[src/rtl/wb_arb_pkg.sv]
// wb_arb_pkg: shared constants and the state type for the write-back
// round-robin arbiter and its pick helper.

package wb_arb_pkg;

  // Eight write-back sources, addressed by a 3-bit index that feeds the
  // downstream 3-to-8 write-enable decoder.
  localparam int REQ_N = 8;
  localparam int IDX_W = 3;

  // IDLE: no grant outstanding. GRANT: a grant is presented and held until
  // the register-file write port accepts it.
  typedef enum logic {
    IDLE  = 1'b0,
    GRANT = 1'b1
  } arb_state_t;

endpackage

[src/rtl/wb_rr_pick.sv]
// wb_rr_pick: combinational round-robin search. It finds the first set bit
// of i_req at or above i_start, wrapping 7 -> 0. The search rotates the
// request vector so that i_start lands on bit 0, priority-encodes the
// lowest set bit, and adds i_start back to undo the rotation.

module wb_rr_pick
  import wb_arb_pkg::*;
(
  input  logic [REQ_N-1:0] i_req,
  input  logic [IDX_W-1:0] i_start,
  output logic             o_found,
  output logic [IDX_W-1:0] o_idx
);

  logic [2*REQ_N-1:0] w_dbl;
  logic [REQ_N-1:0]   w_rot;
  logic [IDX_W-1:0]   w_off;

  // Rotate right by i_start so the search origin becomes bit 0.
  always_comb begin
    w_dbl = {i_req, i_req} >> i_start;
    w_rot = w_dbl[REQ_N-1:0];
  end

  // Priority-encode the lowest set bit of the rotated vector.
  always_comb begin
    w_off = '0;
    for (int k = REQ_N - 1; k >= 0; k--) begin
      if (w_rot[k]) begin
        w_off = IDX_W'(k);
      end
    end
  end

  // Undo the rotation; the 3-bit add wraps naturally modulo 8.
  always_comb begin
    o_found = |i_req;
    o_idx   = i_start + w_off;
  end

endmodule

[src/rtl/wb_rr_arbiter.sv]
// wb_rr_arbiter: round-robin arbiter for eight write-back sources sharing
// one register-file write port. It registers the winning index together
// with that source's payload, so index and data reach the register file
// in the same cycle. A grant is held until the consumer accepts it; on
// acceptance, the next winner (if any) is loaded back-to-back.

module wb_rr_arbiter #(
  parameter int DATA_W = 32,
  parameter int REQ_N  = 8
) (
  input  logic                         i_clk,
  input  logic                         i_rst_n,
  input  logic [REQ_N-1:0]             i_req,
  input  logic [REQ_N*DATA_W-1:0]      i_data,
  output logic                         o_gnt_vld,
  output logic [wb_arb_pkg::IDX_W-1:0] o_gnt_idx,
  output logic [DATA_W-1:0]            o_data,
  input  logic                         i_gnt_rdy,
  output logic                         o_busy
);

  import wb_arb_pkg::*;

  arb_state_t       r_state;
  arb_state_t       w_state_nxt;
  logic [IDX_W-1:0] r_ptr;
  logic [IDX_W-1:0] r_gnt_idx;
  logic [DATA_W-1:0] r_data;

  logic [REQ_N-1:0] w_pick_req;
  logic [IDX_W-1:0] w_pick_start;
  logic             w_found;
  logic [IDX_W-1:0] w_win;
  logic [DATA_W-1:0] w_win_data;
  logic             w_accept;
  logic             w_load;

  // Choose what the picker searches. In IDLE, search starts at the
  // priority pointer. While a grant is presented, the current holder is
  // masked out and the search starts just above it. This is exactly where
  // the pointer will move if the grant is accepted, so a back-to-back pick
  // already honours the updated pointer.
  always_comb begin
    w_accept = (r_state == GRANT) && i_gnt_rdy;
    if (r_state == GRANT) begin
      w_pick_req   = i_req & ~(REQ_N'(1) << r_gnt_idx);
      w_pick_start = r_gnt_idx + IDX_W'(1);
    end else begin
      w_pick_req   = i_req;
      w_pick_start = r_ptr;
    end
  end

  wb_rr_pick u_pick (
    .i_req   (w_pick_req),
    .i_start (w_pick_start),
    .o_found (w_found),
    .o_idx   (w_win)
  );

  // Select the winner's payload so it can be captured alongside its index.
  always_comb begin
    w_win_data = i_data[w_win*DATA_W +: DATA_W];
  end

  // State register; reset drops any outstanding grant immediately.
  always_ff @(posedge i_clk or negedge i_rst_n) begin
    if (!i_rst_n) begin
      r_state <= IDLE;
    end else begin
      r_state <= w_state_nxt;
    end
  end

  // Next-state logic: a grant is never revoked. It is only replaced by a
  // new winner, or retired to IDLE, on an edge where the consumer accepts.
  always_comb begin
    w_state_nxt = r_state;
    w_load      = 1'b0;
    case (r_state)
      IDLE: begin
        if (w_found) begin
          w_state_nxt = GRANT;
          w_load      = 1'b1;
        end
      end
      GRANT: begin
        if (i_gnt_rdy) begin
          if (w_found) begin
            w_load = 1'b1;
          end else begin
            w_state_nxt = IDLE;
          end
        end
      end
      default: begin
        w_state_nxt = IDLE;
      end
    endcase
  end

  // Grant index, payload and priority pointer. The payload is sampled only
  // at the arbitration edge, so later changes on i_data cannot disturb a
  // held grant.
  always_ff @(posedge i_clk or negedge i_rst_n) begin
    if (!i_rst_n) begin
      r_ptr     <= '0;
      r_gnt_idx <= '0;
      r_data    <= '0;
    end else begin
      if (w_accept) begin
        r_ptr <= r_gnt_idx + IDX_W'(1);
      end
      if (w_load) begin
        r_gnt_idx <= w_win;
        r_data    <= w_win_data;
      end
    end
  end

  // Output decode. Valid and busy both mean "a grant is being presented".
  always_comb begin
    o_gnt_vld = (r_state == GRANT);
    o_busy    = (r_state == GRANT);
    o_gnt_idx = r_gnt_idx;
    o_data    = r_data;
  end

endmodule

[config.mk]
export PLATFORM = sky130hd
export DESIGN_NAME = wb_rr_arbiter
export DESIGN_NICKNAME = d
export VERILOG_FILES = /design/src/rtl/wb_arb_pkg.sv /design/src/rtl/wb_rr_pick.sv /design/src/rtl/wb_rr_arbiter.sv
export SDC_FILE = /design/constraint.sdc
export NUM_CORES = 1
export LEC_CHECK = 0
export BUFFER_PORTS_ARGS = -buffer_cell sky130_fd_sc_hd__buf_2
export CAP_MARGIN = 40
export CORE_ASPECT_RATIO = 0.6
export CORE_MARGIN = 5
export CORE_UTILIZATION = 33
export DETAILED_ROUTE_END_ITERATION = 8
export SYNTH_ARGS = -nofsm -noshare
export SYNTH_HDL_FRONTEND = slang
export SYNTH_SLANG_ARGS = --single-unit
[constraint.sdc]
create_clock -name i_clk -period 6.4 [get_ports i_clk]
set_input_delay 1.28 -clock i_clk [delete_from_list [all_inputs] [get_ports i_clk]]
set_output_delay 1.28 -clock i_clk [all_outputs]
set_load 0.01 [all_outputs]
; Yosys cells after proc, flatten, opt, wreduce, memory -nomap -nowiden
; Index checks and enable logic that the tools add are counted.
; W data, S select, Z words.
[op_classes]
n_addsub = 2
n_shift = 3
muxes = 15
n_bitwise = 3
n_reduce_logical = 2
[op_table]
columns = operator, count
row1 = $shiftx A256 B9 Y32, 1
row2 = $mux W3, 9
row3 = $shr A16 B3 Y8, 1
row4 = $and A8 B8 Y8, 1
row5 = $mux W8, 1
row6 = $not A8 Y8, 1
row7 = $reduce_or A8 Y1, 1
row8 = $shl A1 B3 Y8 const A, 1
row9 = $pmux W1 S2, 2
row10 = $add A3 B1 Y3 const B, 1
row11 = $add A3 B3 Y3, 1
row12 = $mux W1, 3
row13 = $logic_and A1 B1 Y1, 1
row14 = $not A1 Y1, 1
[totals]
ff_bits = 39
inputBits = 267
wordCells = 29

; Longest topological paths before layout
; Gate-level depths: netlist of the first run.
[logic_depth]
ltp_word = 15
mapped_depth = 19

; Modules after synthesis
; A second synthesis of the first run with hierarchy kept.
[hier_totals]
hier_cells = 425
hier_area_um2 = 4444.3
[by_module_without_submodules]
columns = module, instances, cells_per_inst, area_each_um2
row1 = wb_rr_arbiter, 1, 375, 3925.0
row2 = wb_rr_pick, 1, 50, 519.2

; Worst setup path before layout of the first run
; OpenSTA, ideal clock, no wires.
[synth_path]
path_type = input-to-reg
from = input port i_req[3]
to = register r_data[0], in the netlist o_data[0]
setup_ns = 0.124
arrival_ns = 4.922
required_time_ns = 6.276
slack_ns = 1.354
stages = 15
path_buffers = 2
cell_sequence = a21boi_1 > inv_1 > mux4_2 > or2_1 > nand4_1 > a21boi_0 > o31ai_1 > a21boi_0 > ha_1 > clkbuf_1 > buf_1 > mux4_2 > nand3_1 > mux2i_1 > a211o_1
[synth_via]
elab_chain_cells = 13
[synth_lines]
columns = item, line
row1 = start: declaration, wb_rr_arbiter.sv:13  ; input logic [REQ_N-1:0] i_req,
row2 = $and A8 B8 Y8, wb_rr_arbiter.sv:46  ; w_pick_req = i_req & ~(REQ_N'(1) << r_gnt_idx);
row3 = $mux W8 *, wb_rr_arbiter.sv:45  ; if (r_state == GRANT) begin
row4 = $shr A16 B3 Y8 *, wb_rr_pick.sv:21  ; w_dbl = {i_req, i_req} >> i_start;
row5 = $mux W3 (7 in a row), wb_rr_pick.sv:29  ; if (w_rot[k]) begin
row6 = $mux W3 *, wb_rr_pick.sv:29
row7 = $add A3 B3 Y3 *, wb_rr_pick.sv:38  ; o_idx = i_start + w_off;
row8 = net u_pick.o_idx[0], wb_rr_pick.sv:12  ; output logic [IDX_W-1:0] o_idx
row9 = $shiftx A256 B9 Y32 *, wb_rr_arbiter.sv:63  ; w_win_data = i_data[w_win*DATA_W +: DATA_W];
row10 = end signal: assignment, wb_rr_arbiter.sv:116  ; r_data <= w_win_data;
row11 = end: declaration, wb_rr_arbiter.sv:28  ; logic [DATA_W-1:0] r_data;
; Mark *: on every way through the listed nets, which the timed path passes. The rest lies on a longest branch.
; A chain may end at the register's enable or synchronous reset.

; Final worst setup path of the first run
[layout_path]
from = input port i_req[3]
to = register r_data[25], in the netlist o_data[25]
; The elaborated chain is that of the path after synthesis.

==> summary.md, run 1 <==
| Metric | Value |
|---|---|
| Status | `finished clean` |
| Synthesized net count | `769` |
| Syn. warnings | `0` |
| Hold_buf cts | `0` |
| First-pass GRT wire length | `28.4 mm` |
| Max cap viols | `0` |
| Fillcell total | `around 1500` |
| RSZ-0062 raised after global routing | `false` |
| Core box area | `0.0152 mm²` |
| Top-area cell type share of the netlist area | `0.292` |
| Remaining antenna violation count | `0` |
| Number of port buffers | `between 300 and 400` |
| CTS tree | `done` |
| Min cycle time layout | `5.31 ns` |
| CP max FO | `42` |
| Critical path arrival | `5.48 ns` |
| NumNets Final | `just over 1000` |
| Reg clk slew, reported paths | `0.06 ns` |
| Crit path launch type | `input pin` |
| Pin count of the biggest net entering global routing | `67` |
| Crit path buffers/inverters | `3` |
| Root Buffer | `clkbuf_16` |
| Via density | `5.49` |
| DP Area | `0.00680 mm²` |
| Routed WL per cell | `slightly below 20 µm` |
| Most frequent cells in the layout | `buf_2, nand3_1, mux4_2` |
| Setup tns final | `0 ns` |
| Post-CTS sizing | `0` |
| Std cell rows | `35` |
| Area delta synth->final | `37.3%` |
| Largest cells by area after synthesis | `mux4_2, dfrtp_1, nand3_1` |
| Ratio of cells with drive above 1 in the final layout | `0.532` |
| F_max | `188 MHz` |
| CTS Buf Count | `5` |
| Critical path origin | `i_req[3]` |
| CP max-delay cell | `fa_4` |
| Post-Syn Instances | `494` |
| Slew @ Worst Pin | `between 0.7 and 0.8 ns` |
| Fraction of registers with async set/reset | `1.00` |
| Grt total ovfl | `0` |
| Crit-path cells | `buf_2 -> a21boi_1 -> inv_1 -> mux4_2 -> or2_1 -> nand4_1 -> a21boi_0 -> o31ai_1 -> a21boi_0 -> ha_4 -> fa_4 -> buf_12 -> mux4_2 -> nand3_1 -> mux2i_1 -> a211o_1` |
| Most common cell after layout, fill and taps aside | `buf_2` |
| Detailed Route Iter0 Violations | `305` |
| Worst Setup End Kind | `register` |
| Final Slew Violations | `0` |
| GP Congestion | `0.853` |
| Post-CTS setup buffer count | `0` |
| Synthesized area | `0.00509 mm²` |
| Critical path type | `input pin to register` |
| Skew final | `between 0.005 and 0.006 ns` |
| Vias in the first global route | `5166` |
| Synth Register Bits | `39` |
| Final worst-path cycle share | `0.829` |
| Syn_area_per_cell | `10.3 µm²` |
| Routed via count | `5313` |
| Clock Latency Late Sink | `0.28 ns` |
| Max Root-Sink Buffers | `2` |
| Total track usage | `0.196` |
| Post-route cell area | `between 0.006 and 0.007 mm²` |
| Pre-Repair DR Iteration Count | `5` |
| Die area | `0.0181 mm²` |
| Slew HR | `0.498` |
| H-tree depth | `2` |
| Final Hold Vio Count | `0` |
| CP required | `6.57 ns` |
| # setup viols final | `0` |
| Final std cells w/o fill | `967` |
| Kind of cell adding the most delay to the critical path | `adder cells` |
| Hold Path Class | `register to register` |
| Dominant cell type by area after synthesis | `mux4_2` |
| Die Wd | `about 170 µm` |
| Number of synthesized flops with an enable pin | `0` |
| Die height | `106 µm` |
| IO Count | `304` |
| Slowest stage delay, CP | `1.28 ns` |
| HP Start | `o_data[8]` |
| DP HPWL | `15.1 mm` |
| DRC violations left | `0` |
| Origin of the critical flop-to-flop path | `o_busy` |
| Post-synth cell types | `50` |
| Placed Cells | `approximately 960` |
| Drt total wl | `18.8 mm` |
| Register area share after synthesis | `0.192` |
| Antenna violations before repair | `3` |
| Initial Utilization | `0.334` |
| Clk sink count | `39` |
| Synth Flop Type | `dfrtp_1` |
==> Yosys cell counts (3+ instances only) <==
| cell type | n |
|---|---|
| nand2b_1 | 5 |
| xnor2_1 | 3 |
| o21ai_0 | 8 |
| a21oi_1 | 4 |
| o211ai_1 | 7 |
| inv_1 | 4 |
| buf_1 | 6 |
| a21boi_0 | 3 |
| dfrtp_1 | 39 |
| nand2_1 | 15 |
| nand3_1 | 134 |
| nand4_1 | 4 |
| mux2i_1 | 65 |
| buf_6 | 4 |
| ha_1 | 7 |
| a22oi_1 | 5 |
| nand3b_1 | 3 |
| a211o_1 | 32 |
| nor2_1 | 5 |
| o21a_1 | 3 |
| clkbuf_1 | 39 |
| mux4_2 | 66 |
==> cell families (layout without fill, tap and decap cells) <==
logic type | count (synthesis) | in the layout | synth area share
buffers and inverters | 61 | 330 | 0.0619
and+or+nand+nor | 177 | 177 | 0.177
muxes | 133 | 133 | 0.426
AOI/OAI and AO/OA | 73 | 73 | 0.117
xor gates and xnor gates | 3 | 3 | 0.00516
adders and majority gates | 8 | 8 | 0.0211
DFF | 39 | 39 | 0.192
other | 0 | 1 | 0
==> flip-flops by register name (all words and copies together) (netlist names) <==
| name | cells |
|---|---|
| o_busy | 1 |
| o_data | 32 |
| o_gnt_idx | 3 |
| r_ptr | 3 |
==> per-stage QoR <==
stage,utilization,hold slack (ns),worst slack (ns)
2_1_floorplan,-,0.451,1.35
3_3_place_gp,0.443,0.467,0.837
3_5_place_dp,0.446,0.471,0.795
4_1_cts,0.459,0.486,1.09
5_1_grt,0.459,0.503,0.788
6_report,0.459,0.484,1.09
==> per-layer routing <==
layer  routed length [µm]  up-vias  GRT usage
li1                     -     2518          -
met1                 8720     2573      0.295
met2                 8490      212      0.292
met3                 1570        6     0.0520
met4                   36        4     0.0160
met5                   14        -          0
==> cell type report <==
class | count | area, µm² | share of cell area
multi-input combinational | 394 | 3860 | 0.553
timing repair buffer | 317 | 1680 | 0.240
sequential | 39 | 976 | 0.140
tap | 203 | 254 | 0.0363
clock buffer | 5 | 125 | 0.0179
clock inverter | 3 | 67.6 | 0.00967
inverter | 5 | 21.3 | 0.00304
antenna | 1 | 2.50 | 0.000358
==> path summary, 6_finish.rpt <==
kind	to	depth (start not counted)	slack [ns]
worst max-delay path	o_data[25]	16	1.09
worst min-delay path	o_data[8]	1	0.48
worst max register to register	o_data[25]	15	1.20
worst min register to register	o_data[8]	1	0.48
max in group asynchronous	o_data[6]	2	5.01
min in group asynchronous	o_data[26]	1	0.91
Power of run 1 is not shown: default switching activity piles up to over one toggle a cycle in this logic, so the estimate is an artifact.
==> run 2, diff against run 1 <==
--- a/config.mk
+++ b/config.mk
@@ -11,6 +11,7 @@
 export CORE_MARGIN = 5
 export CORE_UTILIZATION = 33
 export DETAILED_ROUTE_END_ITERATION = 8
+export PLACE_DENSITY = 0.66
 export SYNTH_ARGS = -nofsm -noshare
 export SYNTH_HDL_FRONTEND = slang
 export SYNTH_SLANG_ARGS = --single-unit
==> constraint.sdc (replaced) <==
create_clock -name i_clk -period 4.4 [get_ports i_clk]
set_input_delay 0.88 -clock i_clk [delete_from_list [all_inputs] [get_ports i_clk]]
set_output_delay 0.88 -clock i_clk [all_outputs]
set_load 0.01 [all_outputs]
==> run 2 against run 1 <==
  * The flow now finishes with violations (setup timing)
  * Cell area is 9.3% higher
  * Register-to-register slack got worse by 1.3 ns
  * Routed wire length rose by 5.7%
  * Global-route usage rose by 1.5 points
  * Die area did not move
  * Largest cell class unchanged
  * Non-clock buffer count rose by 56
  * Flip-flop and latch count unchanged
  * Critical path type is now register to register
  * Setup slack got worse by 1.2 ns
==> summary.md, run 2 (synthesis gave the netlist of run 1 again) <==
| Metric | Value |
|---|---|
| Reg2reg path depth | `19 (+4)` |
| HP Start | `o_data[22]` |
| Failing checks | `setup timing` |
| Drt total wl | `19.9 mm (+5.7%)` |
| Total track usage | `0.210 (+0.0148)` |
| Routed WL per cell | `19.5 µm (about the same)` |
| Critical path arrival | `4.65 ns (-0.83 ns)` |
| Most frequent cells in the layout | `buf_2, nand3_1, mux4_2` |
| Worst Hold End | `o_data[22]` |
| # setup viols final | `31 (+31)` |
| Min cycle time layout | `4.47 ns` |
| Reg-to-reg endpoint | `o_data[12]` |
| CP required | `4.58 ns (-1.99 ns)` |
| CTS Buf Count | `5 (unchanged)` |
| CTS tree | `done` |
| Clk sink count | `39 (unchanged)` |
| Detailed Route Iter0 Violations | `369 (+21%)` |
| Initial Utilization | `0.334 (unchanged)` |
| Skew final | `0.00394 ns (-0.00144 ns)` |
| Hold WS | `0.482 ns (-0.00189 ns)` |
| Max cap viols | `0 (unchanged)` |
| IO Count | `304 (unchanged)` |
| Slew HR | `0.475 (-0.0231)` |
| Fin util | `0.501 (+0.0425)` |
| Std cell rows | `35 (unchanged)` |
| Post-route cell area | `0.00764 mm² (+9.3%)` |
| Vias in the first global route | `5670 (+9.8%)` |
| DRC violations left | `0 (unchanged)` |
| Die height | `106 µm (unchanged)` |
| F_max | `between 200 and 250 MHz` |
| Via density | `5.52 (+0.41%)` |
| Reg clk slew, reported paths | `0.07 ns (about the same)` |
| Number of port buffers | `303 (unchanged)` |
| Status | `finished, violations left` |
| Worst hold stages | `1 (unchanged)` |
| Hold_buf cts | `0 (unchanged)` |
| Ratio of cells with drive above 1 in the final layout | `0.586 (+0.0540)` |
| Origin of the critical flop-to-flop path | `o_gnt_idx[0]` |
| Crit path launch type | `register` |
| Most common cell after layout, fill and taps aside | `buf_2` |
| Critical path type | `register to register` |
| Max Root-Sink Buffers | `2 (unchanged)` |
| Root Buffer | `clkbuf_16` |
| Area delta synth->final | `50.0%` |
| Final worst-path cycle share | `1.02` |
| Slew @ Worst Pin | `0.787 ns (+0.0347 ns)` |
| Routed via count | `5638 (+6.1%)` |
| NumNets Final | `1093 (+5.4%)` |
| Diodes inserted | `0 (-1)` |
| Die area | `0.0181 mm² (unchanged)` |
| Final Slew Violations | `0 (unchanged)` |
| Core box area | `0.0152 mm² (unchanged)` |
| H-tree depth | `2 (unchanged)` |
| Clock Latency Late Sink | `0.29 ns (about the same)` |
| Hold Path Class | `register to register` |
| DP Area | `0.00724 mm² (+6.6%)` |
| Final Hold Vio Count | `0 (unchanged)` |
| First-pass GRT wire length | `30.4 mm (+6.8%)` |
| Max FFs per register | `32 (unchanged)` |
| Worst Setup End Kind | `register` |
| Die Wd | `170 µm (unchanged)` |
| Fillcell total | `1456 (-4.8%)` |
| GP Congestion | `0.910 (+6.7%)` |
| CP max FO | `7 (-83%)` |
| R2R Setup Slk | `-0.07 ns (-1.27 ns)` |
| Antenna violations before repair | `1 (-2)` |
| RSZ-0062 raised after global routing | `true` |
| Pre-Repair DR Iteration Count | `5 (unchanged)` |
| Grt total ovfl | `0 (unchanged)` |
| Pin count of the biggest net entering global routing | `69 (+3.0%)` |
| DP HPWL | `15.7 mm (+4.5%)` |
| Remaining antenna violation count | `0 (unchanged)` |
| Worst setup margin | `-0.0732 ns (-1.17 ns)` |
## run 2: layer usage
| layer | global-route usage | vias to the layer above | share of wire | wire (µm) |
|---|---|---|---|---|
| met5 | 0 | - | 0.00065 | 13 |
| met3 | 0.0483 | 12 | 0.090 | 1790 |
| li1 | - | 2630 | - | - |
| met2 | 0.333 | 265 | 0.46 | 9150 |
| met1 | 0.301 | 2729 | 0.44 | 8830 |
| met4 | 0.0291 | 2 | 0.0055 | 110 |
## run 2: final cells by class
| class | instances | area, µm² | share of cell area |
|---|---|---|---|
| sequential | 39 | 977 | 0.128 |
| multi-input combinational | 394 | 3950 | 0.517 |
| timing repair buffer | 373 | 2240 | 0.294 |
| clock inverter | 3 | 67.6 | 0.00885 |
| inverter | 5 | 21.3 | 0.00278 |
| clock buffer | 5 | 125 | 0.0164 |
| tap | 203 | 254 | 0.0333 |
## run 2: what timing repair did
action / 4_1_cts / 5_1_grt
pin swaps: 1 / 1
buffers inserted: 4 / 2
gates resized for setup: 15 / 11
cloned: 1 / 1
endpoints found under the setup margin: 32 / 32
## run 2: critical path, stage by stage (launching register included)
cell and delay (ns):
dfrtp_1 0.41, inv_2 0.07, buf_4 0.14, ha_1 0.22, nand3_1 0.10, nand2_1 0.09, buf_4 0.16, mux4_2 0.50
nand2b_4 0.16, a31oi_1 0.20, o31ai_1 0.10, a21boi_1 0.26, ha_4 0.17, fa_4 0.69, buf_12 0.19, buf_16 0.14
mux4_2 0.32, nand3_1 0.10, mux2i_1 0.08, a211o_1 0.26
## run 2: worst max path at each step
stage / from / endpoint / slack (ns)
after global placement: i_req[3] / o_data[8] / -0.45
final: o_gnt_idx[0] / o_data[12] / -0.07
after global routing: o_gnt_idx[0] / o_data[12] / -0.26
after detailed placement: i_req[3] / o_data[8] / -0.45
after floorplan: i_req[3] / o_data[0] / 0.01
after CTS: o_gnt_idx[0] / o_data[7] / -0.07
## run 2: per-stage QoR
step,TNS (ns),setup slack [ns],std cells
floorplan,0,0.0107,494
global placement,-10.50,-0.447,1005
detailed placement,-11.49,-0.449,1006
CTS,-1.28,-0.0726,1019
global route,-7.38,-0.262,1022
finish,-1.34,-0.0732,1022
Power of run 2 is left out for the same reason.
==> run 3, diff against run 2 <==
--- a/config.mk
+++ b/config.mk
@@ -5,13 +5,14 @@
 export SDC_FILE = /design/constraint.sdc
 export NUM_CORES = 1
 export LEC_CHECK = 0
+export ABC_AREA = 1
 export BUFFER_PORTS_ARGS = -buffer_cell sky130_fd_sc_hd__buf_2
 export CAP_MARGIN = 40
 export CORE_ASPECT_RATIO = 0.6
 export CORE_MARGIN = 5
 export CORE_UTILIZATION = 33
 export DETAILED_ROUTE_END_ITERATION = 8
-export PLACE_DENSITY = 0.66
+export PLACE_DENSITY = 0.69
 export SYNTH_ARGS = -nofsm -noshare
 export SYNTH_HDL_FRONTEND = slang
 export SYNTH_SLANG_ARGS = --single-unit
==> run 3 against run 2 <==
  * The flow now finishes without violations
  * Maximum frequency rose by 9.7%
  * Sequential share of layout area rose by 2.7 points
  * Via count rose by 10%
  * Utilization fell by 1.8 points
  * First-iteration DRC count fell by 2.2%
  * Clock skew rose by 0.0018 ns
  * Synthesized cell count rose by 50%
  * Largest cell class unchanged
  * Highest routed layer unchanged
==> summary.md, run 3 <==
| Metric | Value |
|---|---|
| Status | `finished clean` |
| Register area share after synthesis | `0.220 (+0.0285)` |
| Dominant cell type by area after synthesis | `nand2_1` |
| Die height | `99.8 µm (-6.1%)` |
| Core box area | `0.0130 mm² (-15%)` |
| Final worst-path cycle share | `0.926 (-0.0902)` |
| Number of port buffers | `303 (unchanged)` |
| Fraction of registers with async set/reset | `1.00 (unchanged)` |
| Slew HR | `0.438 (-0.0367)` |
| Top-area cell type share of the netlist area | `0.306 (+0.0138)` |
| Largest cells by area after synthesis | `nand2_1, dfrtp_1, a32o_1` |
| Synth Area in Adders | `0.0243 (+0.00314)` |
| Std cell rows | `32 (-8.6%)` |
| Worst hold stages | `2 (+1)` |
| Diodes inserted | `0 (unchanged)` |
| Max Root-Sink Buffers | `2 (unchanged)` |
| F_max | `245 MHz (+9.7%)` |
| Setup tns final | `0 ns (+1.34 ns)` |
| Routed WL per cell | `15.8 µm (-19%)` |
| Synthesized area | `0.00443 mm² (-13%)` |
| Drt total wl | `18.5 mm (-6.9%)` |
| Post-synthesis simple-gate area fraction | `0.436 (+0.260)` |
| Post-CTS setup buffer count | `0 (-4)` |
| Skew final | `0.00577 ns (+0.00183 ns)` |
| Ratio of cells with drive above 1 in the final layout | `0.336 (-0.250)` |
| Die area | `0.0159 mm² (-12%)` |
| Post-synth cell types | `26 (-48%)` |
| Die Wd | `160 µm (-6.3%)` |
| DP HPWL | `14.6 mm (-7.3%)` |
| Worst Setup End Kind | `register` |
| Synthesized net count | `1017 (+32%)` |
| Count leader, synth | `nand2_1` |
| Clock Latency Late Sink | `0.28 ns (about the same)` |
| Hold_buf cts | `0 (unchanged)` |
| Post-route cell area | `0.00629 mm² (-18%)` |
| NumNets Final | `1279 (+17%)` |
| Critical path type | `register to register` |
| CP max FO | `39 (+32)` |
| First-pass GRT wire length | `29.1 mm (-4.1%)` |
| Final Hold Vio Count | `0 (unchanged)` |
| Most frequent cells in the layout | `nand2_1, buf_2, nand3_1` |
| GP Congestion | `0.882 (-3.1%)` |
| Worst setup margin | `0.324 ns (+0.397 ns)` |
| IO Count | `304 (unchanged)` |
| Detailed Route Iter0 Violations | `361 (-2.2%)` |
| Initial Utilization | `0.341 (+0.00650)` |
| Largest family of logic cells by synthesized area | `simple AND/OR/NAND/NOR gates` |
| RSZ-0062 raised after global routing | `false` |
| DP Area | `0.00611 mm² (-16%)` |
| Min cycle time layout | `4.08 ns (-0.397 ns)` |
| Total track usage | `0.221 (+0.0108)` |
| Reg2reg path depth | `23 (+4)` |
| Post-CTS sizing | `0 (-15)` |
| CP required | `4.62 ns (+0.04 ns)` |
| DRC violations left | `0 (unchanged)` |
| Synth Flop Type | `dfrtp_1` |
| Post-synthesis compound-gate area fraction | `0.239 (+0.122)` |
| Slew @ Worst Pin | `0.837 ns (+0.0498 ns)` |
| CTS Buf Count | `5 (unchanged)` |
| Area delta synth->final | `42.0%` |
| Pin count of the biggest net entering global routing | `129 (+87%)` |
| Pre-Repair DR Iteration Count | `4 (-1)` |
| Final Slew Violations | `0 (unchanged)` |
| Remaining antenna violation count | `0 (unchanged)` |
| Mux contribution to synthesized area | `0 (-0.426)` |
| Post-Syn Instances | `742 (+50%)` |
| Xor and xnor area share after synthesis | `0.00198 (-0.00318)` |
| Final std cells w/o fill | `1175 (+15%)` |
| Placed Cells | `1167 (+16%)` |
| Number of synthesized flops with an enable pin | `0 (unchanged)` |
| # setup viols final | `0 (-100%)` |
| Crit path launch type | `register` |
| Syn. warnings | `0 (unchanged)` |
| CTS tree | `done` |
| Routed via count | `6205 (+10%)` |
| Max cap viols | `0 (unchanged)` |
| Synth Register Bits | `39 (unchanged)` |
| Syn_area_per_cell | `5.97 µm² (-42%)` |
| H-tree depth | `2 (unchanged)` |
| Most common cell after layout, fill and taps aside | `nand2_1` |
| Root Buffer | `clkbuf_16` |
| Vias in the first global route | `5802 (+2.3%)` |
| Hold Path Class | `register to register` |
| Synth top cells by count | `nand2_1, nand3_1, a21oi_1, a32o_1, clkbuf_1` |
| Post-place setup slack | `0.308 ns (+0.757 ns)` |
| Clk sink count | `39 (unchanged)` |
| Max FFs per register | `32 (unchanged)` |
| Via density | `5.28 (-4.3%)` |
| Critical path arrival | `4.30 ns (-0.35 ns)` |
| Antenna violations before repair | `1 (unchanged)` |
| Grt total ovfl | `0 (unchanged)` |
| Reg clk slew, reported paths | `0.06 ns (about the same)` |
run 3: cell types whose count changed after synthesis, moves of 6 or more:
| cell | previous run | this run |
|---|---|---|
| a21oi_1 | 4 | 65 |
| inv_1 | 4 | 11 |
| o211ai_1 | 7 | 1 |
| a32o_1 | 0 | 64 |
| clkbuf_1 | 39 | 47 |
| mux4_2 | 66 | 0 |
| nand2_1 | 15 | 361 |
| mux2i_1 | 65 | 0 |
| nand3_1 | 134 | 102 |
| a211o_1 | 32 | 0 |
run 3: path summary, 6_finish.rpt:
kind,startpoint,to,slack (ns)
worst max-delay path,o_busy,o_data[24],0.32
worst min-delay path,o_data[13],o_data[13],0.47
min in group asynchronous,i_rst_n,o_data[9],0.52
worst min register to register,o_data[13],o_data[13],0.47
worst max register to register,o_busy,o_data[24],0.32
max in group asynchronous,i_rst_n,o_data[27],3.41
run 3: cell families (layout without fill, tap and decap cells):
group	after synthesis	count (layout)
DFF	39	39
AOI/OAI and AO/OA	143	143
buffers and inverters	77	340
and+or+nand+nor	474	474
xor gates and xnor gates	1	1
adders and majority gates	8	8
run 3: critical path, cell delays in order, from the launching register on:
cell and delay (ns):
dfrtp_1 0.62, inv_2 0.17, nand2_1 0.09, nand2_1 0.28
nand2_1 0.23, nand2_1 0.06, nand2_1 0.08, nand3_1 0.07
nand2_1 0.11, inv_1 0.05, nor2_1 0.08, o21ai_0 0.08
nand2_1 0.06, nand2_1 0.05, a21boi_0 0.30, ha_4 0.19
fa_1 0.45, inv_6 0.23, buf_12 0.23, a21oi_1 0.06
a32o_1 0.25, nand3_1 0.09, nand3_1 0.08, nand2_1 0.08
run 3: per-layer routing:
layer  global-route usage  share of wire
met1                0.309           0.47
met2                0.348           0.44
met3               0.0625          0.085
met4               0.0340         0.0087
met5                    0        0.00038
run 3: layout make-up:
class | count | area [µm²]
clock inverter | 1 | 7.51
inverter | 15 | 63.8
timing repair buffer | 317 | 1730
tap | 170 | 213
clock buffer | 7 | 153
multi-input combinational | 626 | 3150
fill | 1359 | 6720
sequential | 39 | 976
run 3: metrics by stage:
step / util / hold WS [ns]
after global routing: 0.484 / 0.499
after detailed placement: 0.470 / 0.460
after global placement: 0.466 / 0.459
after CTS: 0.482 / 0.477
after floorplan: - / 0.453
final: 0.484 / 0.474
Power of run 3 is left out for the same reason.
